<file path="config.mk">
export PLATFORM = sky130hd
export DESIGN_NAME = hash_msg_feeder
export DESIGN_NICKNAME = d
export VERILOG_FILES = /design/src/rtl/hash_pkg.sv /design/src/rtl/hash_word_fifo.sv /design/src/rtl/hash_msg_feeder.sv
export SDC_FILE = /design/constraint.sdc
export NUM_CORES = 1
export LEC_CHECK = 0
export ABC_AREA = 1
export BUFFER_PORTS_ARGS = -buffer_cell sky130_fd_sc_hd__buf_2
export CAP_MARGIN = 10
export CORE_UTILIZATION = 50
export DETAILED_ROUTE_END_ITERATION = 8
export PLACE_DENSITY = 0.81
export SYNTH_ARGS = -nofsm -noshare
export SYNTH_HDL_FRONTEND = slang
export SYNTH_SLANG_ARGS = --single-unit
</file>
<file path="constraint.sdc">
create_clock -name clk -period 3.1 [get_ports clk]
set_clock_uncertainty 0.05 [all_clocks]
set_input_delay 0.62 -clock clk [delete_from_list [all_inputs] [get_ports clk]]
set_output_delay 0.62 -clock clk [all_outputs]
set_load 0.01 [all_outputs]
</file>
<file path="src/rtl/hash_pkg.sv">
// -----------------------------------------------------------------------------
// hash_pkg
// Shared definitions for the DES-S-box hash core front end.
//   LEN_W          default width of a message length, in bytes
//   BYTE_W         width of one message byte presented to the core
//   WORD_W         width of one host word (four byte lanes)
//   feeder_state_t states of the message feeder FSM
// -----------------------------------------------------------------------------
package hash_pkg;

    localparam int LEN_W  = 64;
    localparam int BYTE_W = 8;
    localparam int WORD_W = 32;

    // FD_IDLE   : waiting for a start, start_ready high
    // FD_STREAM : accepting host words and emitting bytes to the core
    // FD_DRAIN  : last byte sent, giving the core time to finalise
    typedef enum logic [1:0] {
        FD_IDLE   = 2'd0,
        FD_STREAM = 2'd1,
        FD_DRAIN  = 2'd2
    } feeder_state_t;

endpackage

</file>
<file path="src/rtl/hash_word_fifo.sv">
// -----------------------------------------------------------------------------
// hash_word_fifo
// Small synchronous FIFO holding host words until the feeder has serialised
// them into bytes. The head word is visible combinationally on dout so the
// feeder can pick a byte lane out of it in the same cycle it decides to emit.
// Ports:
//   clk, rst_n   clock and asynchronous active-low reset (empties the FIFO)
//   push         write din at the tail (ignored while full)
//   pop          drop the head word (ignored while empty)
//   din          word to write
//   dout         current head word
//   full, empty  occupancy flags derived from the read/write pointers
// -----------------------------------------------------------------------------
module hash_word_fifo #(
    parameter int WIDTH = 32,
    parameter int DEPTH = 4
) (
    input  logic             clk,
    input  logic             rst_n,
    input  logic             push,
    input  logic             pop,
    input  logic [WIDTH-1:0] din,
    output logic [WIDTH-1:0] dout,
    output logic             full,
    output logic             empty
);

    localparam int AW = $clog2(DEPTH);

    logic [WIDTH-1:0] r_mem [DEPTH];
    logic [AW:0]      r_wrPtr;
    logic [AW:0]      r_rdPtr;
    logic             w_doPush;
    logic             w_doPop;

    // The extra pointer MSB tells a completely full FIFO apart from an empty
    // one when both addresses coincide.
    assign empty = (r_wrPtr == r_rdPtr);
    assign full  = (r_wrPtr[AW] != r_rdPtr[AW]) &&
                   (r_wrPtr[AW-1:0] == r_rdPtr[AW-1:0]);

    // Guard the handshakes here as well so a misbehaving caller can never
    // corrupt the pointers.
    assign w_doPush = push & ~full;
    assign w_doPop  = pop & ~empty;

    assign dout = r_mem[r_rdPtr[AW-1:0]];

    // Pointer registers; reset empties the FIFO without touching storage.
    always_ff @(posedge clk or negedge rst_n) begin
        if (!rst_n) begin
            r_wrPtr <= '0;
            r_rdPtr <= '0;
        end else begin
            if (w_doPush) begin
                r_wrPtr <= r_wrPtr + (AW+1)'(1);
            end
            if (w_doPop) begin
                r_rdPtr <= r_rdPtr + (AW+1)'(1);
            end
        end
    end

    // Storage has no reset: contents are meaningless until the write pointer
    // moves past them.
    always_ff @(posedge clk) begin
        if (w_doPush) begin
            r_mem[r_wrPtr[AW-1:0]] <= din;
        end
    end

endmodule

</file>
<file path="src/rtl/hash_msg_feeder.sv">
// -----------------------------------------------------------------------------
// hash_msg_feeder
// Upstream stage of the DES-S-box hash core. Takes a message length and a
// stream of 32-bit host words, buffers the words and hands the core one byte
// per cycle. The core sees exactly C_in bytes, C_in is stable from the first
// byte, and a new message cannot start until the core's finalise window has
// passed.
// Ports:
//   clk, rst_n    clock and asynchronous active-low reset
//   start         begin a message, msg_len sampled in the same cycle
//   msg_len       message length in bytes
//   start_ready   high while idle, i.e. when a start will be accepted
//   len_err       one-cycle pulse after a start with msg_len == 0
//   word_valid    host word valid
//   word_data     host word, byte0 in [7:0] ... byte3 in [31:24]
//   word_ready    host word accepted when word_valid & word_ready at posedge
//   M_valid       registered byte valid to the hash core
//   M             registered message byte
//   C_in          latched message length for the whole message
//   busy          high while streaming or draining
// -----------------------------------------------------------------------------
module hash_msg_feeder #(
    parameter int FIFO_DEPTH   = 4,
    parameter int LEN_W        = hash_pkg::LEN_W,
    parameter int DRAIN_CYCLES = 2
) (
    input  logic             clk,
    input  logic             rst_n,
    input  logic             start,
    input  logic [LEN_W-1:0] msg_len,
    output logic             start_ready,
    output logic             len_err,
    input  logic             word_valid,
    input  logic [31:0]      word_data,
    output logic             word_ready,
    output logic             M_valid,
    output logic [7:0]       M,
    output logic [LEN_W-1:0] C_in,
    output logic             busy
);

    import hash_pkg::*;

    // One extra bit so the counter can hold DRAIN_CYCLES itself, and never
    // collapses to zero width when DRAIN_CYCLES is 0.
    localparam int DRAIN_W = $clog2(DRAIN_CYCLES + 1) + 1;

    feeder_state_t      r_state;
    feeder_state_t      w_nextState;

    logic [LEN_W-1:0]   r_bytesRem;
    logic [LEN_W:0]     r_wordsRem;
    logic [LEN_W:0]     w_wordsNeeded;
    logic [1:0]         r_lane;
    logic [DRAIN_W-1:0] r_drainCnt;
    logic [LEN_W-1:0]   r_cIn;
    logic               r_mValid;
    logic [BYTE_W-1:0]  r_m;
    logic               r_lenErr;

    logic               w_startOk;
    logic               w_startBad;
    logic               w_wordReady;
    logic               w_push;
    logic               w_pop;
    logic               w_emit;
    logic               w_lastByte;
    logic               w_drainDone;
    logic               w_fifoFull;
    logic               w_fifoEmpty;
    logic [WORD_W-1:0]  w_head;

    // Word buffer between the host and the byte serialiser.
    hash_word_fifo #(
        .WIDTH (WORD_W),
        .DEPTH (FIFO_DEPTH)
    ) u_fifo (
        .clk   (clk),
        .rst_n (rst_n),
        .push  (w_push),
        .pop   (w_pop),
        .din   (word_data),
        .dout  (w_head),
        .full  (w_fifoFull),
        .empty (w_fifoEmpty)
    );

    // Start handling: only idle starts count, and a zero length is refused
    // rather than sending an empty message to the core.
    assign w_startOk  = (r_state == FD_IDLE) & start & (msg_len != '0);
    assign w_startBad = (r_state == FD_IDLE) & start & (msg_len == '0);

    // Rounded-up word count, one bit wider so an all-ones length cannot wrap.
    assign w_wordsNeeded = ({1'b0, msg_len} + (LEN_W+1)'(3)) >> 2;

    // Host side: never accept more words than the message needs, and a full
    // FIFO blocks even when a pop happens in the same cycle.
    assign w_wordReady = (r_state == FD_STREAM) & ~w_fifoFull & (r_wordsRem != '0);
    assign w_push      = word_valid & w_wordReady;

    // Core side: one byte per cycle whenever a buffered word is available.
    // The head word is released after its last lane, or early on the final
    // byte so trailing pad bytes of the last word are simply dropped.
    assign w_emit      = (r_state == FD_STREAM) & ~w_fifoEmpty & (r_bytesRem != '0);
    assign w_lastByte  = (r_bytesRem == LEN_W'(1));
    assign w_pop       = w_emit & ((r_lane == 2'd3) | w_lastByte);

    // The drain window covers the cycle the last byte is on M plus
    // DRAIN_CYCLES idle cycles for the core to finalise.
    assign w_drainDone = (r_drainCnt == DRAIN_W'(DRAIN_CYCLES));

    // State register.
    always_ff @(posedge clk or negedge rst_n) begin
        if (!rst_n) begin
            r_state <= FD_IDLE;
        end else begin
            r_state <= w_nextState;
        end
    end

    // Next-state logic: idle until a valid start, stream until the last byte
    // leaves, then drain before accepting another message.
    always_comb begin
        w_nextState = r_state;
        case (r_state)
            FD_IDLE: begin
                if (w_startOk) begin
                    w_nextState = FD_STREAM;
                end
            end
            FD_STREAM: begin
                if (w_emit && w_lastByte) begin
                    w_nextState = FD_DRAIN;
                end
            end
            FD_DRAIN: begin
                if (w_drainDone) begin
                    w_nextState = FD_IDLE;
                end
            end
            default: begin
                w_nextState = FD_IDLE;
            end
        endcase
    end

    // Message counters and the latched length. A start can only be accepted
    // in idle while pushes and emits only happen while streaming, so the two
    // branches never compete.
    always_ff @(posedge clk or negedge rst_n) begin
        if (!rst_n) begin
            r_cIn      <= '0;
            r_bytesRem <= '0;
            r_wordsRem <= '0;
            r_lane     <= 2'd0;
        end else if (w_startOk) begin
            r_cIn      <= msg_len;
            r_bytesRem <= msg_len;
            r_wordsRem <= w_wordsNeeded;
            r_lane     <= 2'd0;
        end else begin
            if (w_push) begin
                r_wordsRem <= r_wordsRem - (LEN_W+1)'(1);
            end
            if (w_emit) begin
                r_bytesRem <= r_bytesRem - LEN_W'(1);
                r_lane     <= r_lane + 2'd1;
            end
        end
    end

    // Drain timer runs only while draining and is cleared everywhere else.
    always_ff @(posedge clk or negedge rst_n) begin
        if (!rst_n) begin
            r_drainCnt <= '0;
        end else if (r_state == FD_DRAIN) begin
            r_drainCnt <= r_drainCnt + DRAIN_W'(1);
        end else begin
            r_drainCnt <= '0;
        end
    end

    // Registered byte interface and error pulse. M keeps its last value
    // between bytes; only M_valid qualifies it.
    always_ff @(posedge clk or negedge rst_n) begin
        if (!rst_n) begin
            r_mValid <= 1'b0;
            r_m      <= '0;
            r_lenErr <= 1'b0;
        end else begin
            r_mValid <= w_emit;
            r_lenErr <= w_startBad;
            if (w_emit) begin
                r_m <= w_head[{r_lane, 3'b000} +: BYTE_W];
            end
        end
    end

    assign start_ready = (r_state == FD_IDLE);
    assign busy        = (r_state != FD_IDLE);
    assign word_ready  = w_wordReady;
    assign len_err     = r_lenErr;
    assign M_valid     = r_mValid;
    assign M           = r_m;
    assign C_in        = r_cIn;

endmodule

</file>
Word-level counts from Yosys, hierarchy flattened:

Memories as Yosys holds them, arrays and structs flattened.
Index checks and enable logic that the tools add are counted.

* output and inout port bits: 77
* latch bits: 0
* input port bits: 100
* logic and storage cells: 69
* memory bits (read-only): 0
* memories kept: 1
* flip-flop bits (word level): 216
* RAM bits: 128

* shifts and indexed selects: 1
* reductions and logical operators: 11
* multiplexer cells: 13
* $mul: 0
* div/mod/pow operators: 0
* $add $sub $neg: 7
* eq/ne operators: 11
* $lt $le $gt $ge: 0
* bitwise operators: 14

Memory list
* u_fifo.r_mem: words 4, bits a word 32, read ports 1, clocked after Yosys merged registers in 0, wr ports 1, line hash_word_fifo.sv:30 `logic [WIDTH-1:0] r_mem [DEPTH];`

Operators by type and width (count)
* 65-bit 2-to-1 mux: 2
* 64-bit 2-to-1 mux: 2
* 64-bit nonzero test: 2
* 64-bit by 2-bit adder with 65-bit output (second input constant): 1
* 65-bit nonzero test: 1
* 65-bit by 1-bit subtractor with 65-bit output (second input constant): 1
* 64-bit by 1-bit equality test with 1-bit output (second input constant): 1
* 64-bit zero test: 1
* 64-bit by 1-bit subtractor with 64-bit output (second input constant): 1
* 32-bit by 6-bit variable part select with 8-bit output: 1
* 1-bit bitwise AND: 11
* 2-bit 2-to-1 mux: 5
* 3-bit by 1-bit adder with 3-bit output (second input constant): 3
* 2-bit one-hot mux with 3 select lines: 1
* 2-bit nonzero test: 3
* 2-bit equality test (second input constant): 2
* 2-bit by 1-bit inequality test with 1-bit output (second input constant): 2
* 3-bit by 2-bit equality test with 1-bit output (second input constant): 1
* 3-bit equality test: 1
* 3-bit 2-to-1 mux: 1
* 3-bit AND reduction: 1
* 2-bit by 1-bit adder with 2-bit output (second input constant): 1
* 2-bit by 1-bit equality test with 1-bit output (second input constant): 1
* 2-bit equality test: 1
* other kinds (7): 10

Logic depth before layout (Yosys ltp):

Gate-level depths: netlist (run 1).

* depth after elaboration: 9
* mapped depth: 14
* depth with buffers taken out: 13

Cells and area by module:

From an unflattened synthesis (run 1), not the netlist that was laid out.

* cell total of the unflattened synthesis: 2862
* area total of the unflattened synthesis: 20348.3 um^2

Modules (own cells, without submodules)
* hash_msg_feeder: cells each 2491, area each 15169.5 um^2, seq. area each 5255.0 um^2, instances 1
* hash_word_fifo: cells each 371, area each 5178.7 um^2, seq. area each 3993.8 um^2, instances 1

Least setup slack after synthesis (run 1):

Ideal clock, no wire load.

* path kind: flip-flop to flip-flop
* start point: register r_wordsRem[0]
* end point: memory u_fifo.r_mem[0][0] (enable)
* setup time: 0.421 ns
* path slack: -0.056 ns
* data arrival time: 2.685 ns
* cell stages (with the launch flop): 11
* buffers on the path: 1
* clock period less this slack: 3.156 ns
* cells stage by stage: dfrtp_1 > inv_1 > ha_1 > nand2_2 > nor2_4 > nand2_2 > nor2_4 > nand3_2 > nand3_4 > buf_2 > nor2_1

* cells in the longest elaborated chain, start to end: 6

RTL lines
* start: declaration: line hash_msg_feeder.sv:52 `logic [LEN_W:0] r_wordsRem;`
* start signal: assignment: line hash_msg_feeder.sv:159 `r_wordsRem <= w_wordsNeeded;`
* start signal: assignment: line hash_msg_feeder.sv:163 `r_wordsRem <= r_wordsRem - (LEN_W+1)'(1);`
* 65-bit nonzero test: line hash_msg_feeder.sv:98 `assign w_wordReady = (r_state == FD_STREAM) & ~w_fifoFull & (r_wordsRem != '0);`
* 1-bit bitwise AND: line hash_msg_feeder.sv:98
* 1-bit bitwise AND: line hash_msg_feeder.sv:99 `assign w_push = word_valid & w_wordReady;`
* 1-bit bitwise AND: line hash_word_fifo.sv:44 `assign w_doPush = push & ~full;`
* 1-bit 2-to-1 mux: line hash_word_fifo.sv:67 `if (w_doPush) begin`
* 1-bit 2-to-1 mux (implied by the code): line hash_word_fifo.sv:68 `r_mem[r_wrPtr[AW-1:0]] <= din;`
* end: declaration: line hash_word_fifo.sv:30

Every way passes these cells.

Worst setup path in the final report (run 1):

* start point: register r_wordsRem[32]
* end point: output port word_ready

* cells in the longest elaborated chain, start to end: 2

RTL lines
* 65-bit nonzero test: line hash_msg_feeder.sv:98
* 1-bit bitwise AND: line hash_msg_feeder.sv:98
* end: declaration: line hash_msg_feeder.sv:35 `output logic word_ready,`

Every way passes these cells.

==> out/results.txt, run 1 <==
R2R Path Start = r_bytesRem[0]
Max cap viols = 0
Place WS = 0.2792 ns
Netlist Area Pre-Place = 20190 um2
Slew headroom = 52.12%
Clock tree sinks = 344
Post-synth ARST share = 62.79%
Layout cells sized above 1 = 10.43%
GPL Wtd Cong = 1.022
Starting density of the core = 50.80%
Total GRT Usage = 34.48%
Crit path capture type = primary output
Final cycle utilization of the critical path = 97.47%
Yosys warnings = 0
Clock Path Buffers = 3
Largest net degree at the start of global routing = 68
CTS root buffer = clkbuf_16
Power density cells = 939.1 nW/um2
R2R Path End = r_bytesRem[10]
Total CTS buffers = 39
Io pins = 177
Final total power = 21.84 mW
Initial antenna violation count = 14
CTS tree = yes
Synthesized flop and latch total = 344
CP Data Arrival Time = 2.35 ns
Area leader, netlist = dfrtp_1
Grt peak-use layer = met2
Worst-path clk slew = 0.06 ns
Prevailing post-synth register cell = dfrtp_1
Worst hold endpoint = u_fifo.r_mem[3][6]
DIE HEIGHT = 202.9 um
Die X = 202.9 um
FF-to-FF path depth = 13
Post-synthesis sequential area ratio = 45.82%
Area of placed instances = 21870 um2
Crit Path Class = reg2out
Fin cells = 3599
Hold Violations, Final = 0
Routing usage on met1 = 47.28%
Skew-Pair Late Insertion Delay = 0.59 ns
Tmin final = 3.022 ns
Core area = 39730 um2
Design area = 23250 um2
Share of the synthesized area in the top cell type = 26.78%
RSZ-0062 raised after global routing = no
Antenna-violating nets left = 0
Max Freq = 331.0 MHz
Final WS setup = 0.07847 ns
Hold Crit Start = word_data[6]
Area Overhead vs Synth = 15.19%
Leakage power = 11.61 nW
Vias = 20130
Syn avg cell area = 7.090 um2
Wire per inst = 19.67 um
Via density = 5.592
Die area = 41180 um2
Port buffer count = 176
WHS Path Cells = 1
Worst Path Max Fanout = 4
Total wire length = 70780 um
Met3 usage = 7.319%
Worst Hold Class = in2reg
Netlist cell types = 37
Post-Syn Instances = 2847
DRC = 0
Status = complete, no violations
First-pass GRT wire length = 107600 um
Post-synth EDFFs = 128
Worst EP required = 2.43 ns
WHS = 0.1928 ns
Syn nets = 2958
DRT Pass-1 Iters = 6
H-tree depth = 2
Synth area leaders = dfrtp_1 (27%), nand2_1 (22%), edfxtp_1 (19%), nor2_1 (10%), nand3_1 (4.7%)
Starting DRC count in detailed routing = 2134
# fillers = 3680
DP Wirelength = 53040 um
Placed Cells = 3520
Worst Tran Pin Value = 0.7155 ns
Nets = 3151
Setup crit start kind = register
Reg2reg setup slack = 0.32 ns
Crit. Startpoint = r_wordsRem[32]
Global route total overflow = 0
Met2 Track Usage GR = 53.03%
Site Rows = 73
Number of global-route vias before repair = 18880
Max Slew Vio Count = 0
Peak supply drop = 0.6157 mV
Final setup vio count = 0
[cell usage in the layout (no fill, tap or decap), types with 23 or more instances in the layout]
cell type and instances:
nand2_1 1174, edfxtp_1 128, buf_2 175, clkbuf_16 39, xnor2_1 55, nand4_1 29
nor2_1 547, o211ai_1 23, dfrtp_1 215, inv_1 145, o21ai_0 109, xor2_1 62
buf_4 43, nand3_1 188
[Yosys cell counts (13+ instances only)]
cell and instances:
nand2_1 1174, nor2_1 554, dfrtp_1 216, nand3_1 188
inv_1 146, edfxtp_1 128, o21ai_0 109, xor2_1 62
xnor2_1 55, clkbuf_1 42, nand4_1 29, o211ai_1 23
buf_2 22, nand3b_1 13
[worst max-delay path, cell delays in order (launching register included)]
cell     delay [ns]
dfrtp_1        0.45
nor2_1         0.17
nand2_1        0.14
nor2_2         0.23
nand2_1        0.19
nor2_1         0.23
nand3_2        0.14
nand2_1        0.10
inv_1          0.04
buf_2          0.13
[power breakdown]
part           leakage [nW]  switching, mW  total (mW)  internal, mW
Sequential             4.07           1.02        6.88          5.86
Clock                 0.641           2.03        4.89          2.86
Combinational          6.90           6.93        10.1          3.14
[how the worst max path moves through the flow]
stage | to | slack, ns | depth (start not counted)
final | word_ready | 0.08 | 9
after detailed placement | r_bytesRem[2] | 0.28 | 14
after global routing | word_ready | 0.02 | 9
after global placement | r_bytesRem[36] | 0.29 | 14
after CTS | word_ready | 0.06 | 9
after floorplan | u_fifo.r_mem[0][0] | -0.06 | 10
[per-stage QoR]
stage               TNS, ns  utilization, %
finish                    0           58.52
global route              0           58.50
CTS                       0           58.40
detailed placement        0           55.04
global placement          0           55.04
floorplan            -5.364               -
[timing repair]
item,CTS,global route
hold buffers,1,0
setup buffers,0,3
gates resized for setup,0,4
endpoints found under the hold margin,49,0
endpoints found under the setup margin,0,1
[area by class of cell]
class                   count  area, um2  area share [%]
repair buffers            230       1424           6.124
well taps                 525      656.9           2.825
inverters                 153      583.1           2.508
flip-flops and latches    344       9250           39.78
clock buffers              49       1013           4.359
clock inverters            20      311.5           1.340
multi-input cells        2272       9997           43.00
diodes                      6      15.01         0.06458
[sequential cells by signal (all words and copies together), names as in the netlist]
name / count
r_wordsRem: 65
r_bytesRem: 64
r_drainCnt: 3
len_err: 1
C_in: 64
u_fifo.r_wrPtr: 3
r_lane: 2
r_state: 2
u_fifo.r_rdPtr: 3
M: 8
M_valid: 1
u_fifo.r_mem: 128
[layer usage]
layer | part of all wire (%) | up-vias
met2 | 44 | 1084
met5 | 0.18 | -
met1 | 42 | 9431
met3 | 10 | 189
met4 | 4.0 | 16
li1 | - | 9406
[kinds of logic after synthesis]
kind of cell	share of synthesized area [%]
buffers and inverters	4.804
xor gates and xnor gates	5.077
DFF	45.82
adders and majority gates	0.6818
AOI/OAI and AO/OA	4.289
and+or+nand+nor	39.33
(Power assumes the default switching activity.)
==> inputs of run 2 (changes only) <==
PLACE_DENSITY = 0.71   (was 0.81)
==> run 2 against run 1 <==
- register-to-register slack worse by 0.14 ns
- sequential share of layout area down 0.19 points
- design area is 0.46% higher
- core utilization increased by 0.27 points
- total power increased by 2.0%
- first-iteration DRC count about the same
- maximum frequency grew 1.5%
- global-route usage increased by 0.68 points
- sequential power is 1% lower
- worst hold slack improved by 0.0016 ns
- flip-flop and latch count unchanged
- critical path type unchanged
- largest power group unchanged
- highest routed layer unchanged
==> out/results.txt, run 2 (same netlist as run 1, synthesis figures left out) <==
Core area = 39730 um2 (unchanged)
Max Slew Vio Count = 0 (unchanged)
Postcts setup bufs = 0 (unchanged)
Antenna-violating nets left = 0 (unchanged)
Status = complete, no violations
Largest net degree at the start of global routing = 66 (-2.9%)
Number of global-route vias before repair = 18770 (-0.59%)
Skew-Pair Late Insertion Delay = 0.59 ns (about the same)
Worst Path Max Fanout = 5 (+1)
Global route total overflow = 0 (unchanged)
Total GRT Usage = 35.16% (+0.68 points)
Tmin final = 2.978 ns (-0.04394 ns)
Initial antenna violation count = 10 (-4)
Most frequent CP cell = nand2_1
Final cycle utilization of the critical path = 96.05% (-1.4 points)
Commonest non-fill, non-tap cell in the layout = nand2_1
Crit. Startpoint = r_wordsRem[39]
Hold Crit Start = word_data[30]
GPL Wtd Cong = 1.028 (+0.65%)
Fin Setup TNS = 0 ns (unchanged)
Hold Violations, Final = 0 (unchanged)
Worst Hold Class = in2reg
Worst-path cell chain = nor2_1, nand2_1, nor2_4, nand2_1, nor2_4, nand3_4, nand2_1, inv_1, buf_2
Clock Path Buffers = 3 (unchanged)
Max cap viols = 0 (unchanged)
Total CTS buffers = 40 (+2.6%)
Port buffer count = 176 (unchanged)
Total wire length = 71940 um (+1.6%)
Commonest cells after routing, fill and taps aside = nand2_1 (1174), nor2_1 (546), dfrtp_1 (216), nand3_1 (188), buf_2 (175)
Nets = 3155 (+0.13%)
FF-to-FF path depth = 13 (unchanged)
Max reg flops = 128 (unchanged)
Power density cells = 953.6 nW/um2 (+1.5%)
First-pass GRT wire length = 109800 um (+2.0%)
Leakage power = 11.65 nW (+0.39%)
Clock tree sinks = 344 (unchanged)
# fillers = 3806 (+3.4%)
CTS root buffer = clkbuf_16
Worst-path clk slew = 0.06 ns (about the same)
Worst hold endpoint = u_fifo.r_mem[0][30]
Starting DRC count in detailed routing = 2136 (+0.094%)
Final setup vio count = 0 (unchanged)
DRC = 0 (unchanged)
Vias = 19930 (-0.95%)
Starting density of the core = 50.80% (unchanged)
Worst EP required = 2.43 ns (about the same)
Crit path capture type = primary output
Slowest stage delay, CP = 0.43 ns (-0.02 ns)
Wire per inst = 19.96 um (+1.5%)
DRT Pass-1 Iters = 6 (unchanged)
Layout cells sized above 1 = 10.76% (+0.33 points)
CP Data Arrival Time = 2.31 ns (-0.04 ns)
Die area = 41180 um2 (unchanged)
Worst Tran Pin Value = 0.7937 ns (+0.07814 ns)
Io pins = 177 (unchanged)
Site Rows = 73 (unchanged)
Setup crit start kind = register
Final design utilization = 58.79% (+0.27 points)
Crit Path Class = reg2out
Die X = 202.9 um (unchanged)
DP Wirelength = 54010 um (+1.8%)
Area Overhead vs Synth = 15.72%
H-tree depth = 2 (unchanged)
R2R Path Start = r_bytesRem[1]
Max Freq = 335.8 MHz (+1.5%)
Via density = 5.531 (-1.1%)
RSZ-0062 raised after global routing = no
DIE HEIGHT = 202.9 um (unchanged)
Peak supply drop = 0.6130 mV (-0.45%)
WHS Path Cells = 1 (unchanged)
CP max-delay cell = dfrtp_1
Slew headroom = 47.09% (-5.0 points)
Reg2reg setup slack = 0.18 ns (-0.14 ns)
CTS tree = yes
R2R Path End = r_bytesRem[34]
run 2: changes by cell type in the layout (fill, tap and decap cells not counted), moves of 2 or more:
cell | previous run | this run
nor2_4 | 4 | 7
clkbuf_8 | 0 | 3
clkbuf_1 | 10 | 6
nor2_2 | 12 | 10
diode_2 | 6 | 4
clkinvlp_4 | 1 | 4
buf_12 | 10 | 7
buf_4 | 43 | 49
run 2: layer usage:
layer	up-vias	routed length [um]	track usage, %
li1	9422	-	-
met1	9425	30570	48.66
met2	936	31720	54.46
met3	143	7038	7.271
met4	8	2563	12.81
met5	-	40	0
run 2: area by class of cell:
| cell class | instances | area (um2) | share of cell area [%] |
|---|---|---|---|
| flip-flops and latches | 344 | 9249 | 39.59 |
| clock buffers | 49 | 1065 | 4.558 |
| clock inverters | 24 | 364.1 | 1.559 |
| inverters | 153 | 583.1 | 2.496 |
| repair buffers | 233 | 1409 | 6.031 |
| multi-input cells | 2272 | 10020 | 42.91 |
| well taps | 525 | 656.9 | 2.812 |
| diodes | 4 | 10.01 | 0.04285 |
run 2: power by group:
part | total [mW] | switching (mW) | internal, mW
combinational | 10.3 | 7.08 | 3.22
sequential | 6.81 | 0.959 | 5.85
clock | 5.16 | 2.08 | 3.07
total | 22.3 | 10.1 | 12.1
run 2: through the flow:
stage          hold WS (ns)  instances  power [mW]  setup slack, ns  area, um2
2_1_floorplan        0.2744       2847       13.79         -0.05587      20190
3_3_place_gp         0.3929       3526       16.70           0.2274      21880
3_5_place_dp         0.4035       3526       16.85           0.2199      21880
4_1_cts              0.1681       3600       22.05          0.05169      23320
5_1_grt              0.1863       3603       23.85         0.009664      23360
6_report             0.1944       3604       22.27           0.1224      23360
run 2: worst max-delay path by stage:
stage                         end  slack [ns]  cells past startpoint
6_report               word_ready        0.12                      9
5_1_grt                word_ready        0.01                      9
4_1_cts                word_ready        0.05                      9
3_5_place_dp       r_bytesRem[62]        0.22                     12
3_3_place_gp       r_bytesRem[62]        0.23                     12
2_1_floorplan  u_fifo.r_mem[0][0]       -0.06                     10
run 2: repair_timing:
item,CTS,global route
endpoints found under the hold margin,46,0
resized for setup,1,7
setup endpoints to repair,1,1
hold buffers,1,0
pin swaps,0,2
run 2: critical path, delay by kind of cell (launching register included):
family	cells	cell delay, ns
AND/OR/NAND/NOR	7	1.14
buffers and inverters	2	0.18
flip-flops	1	0.43
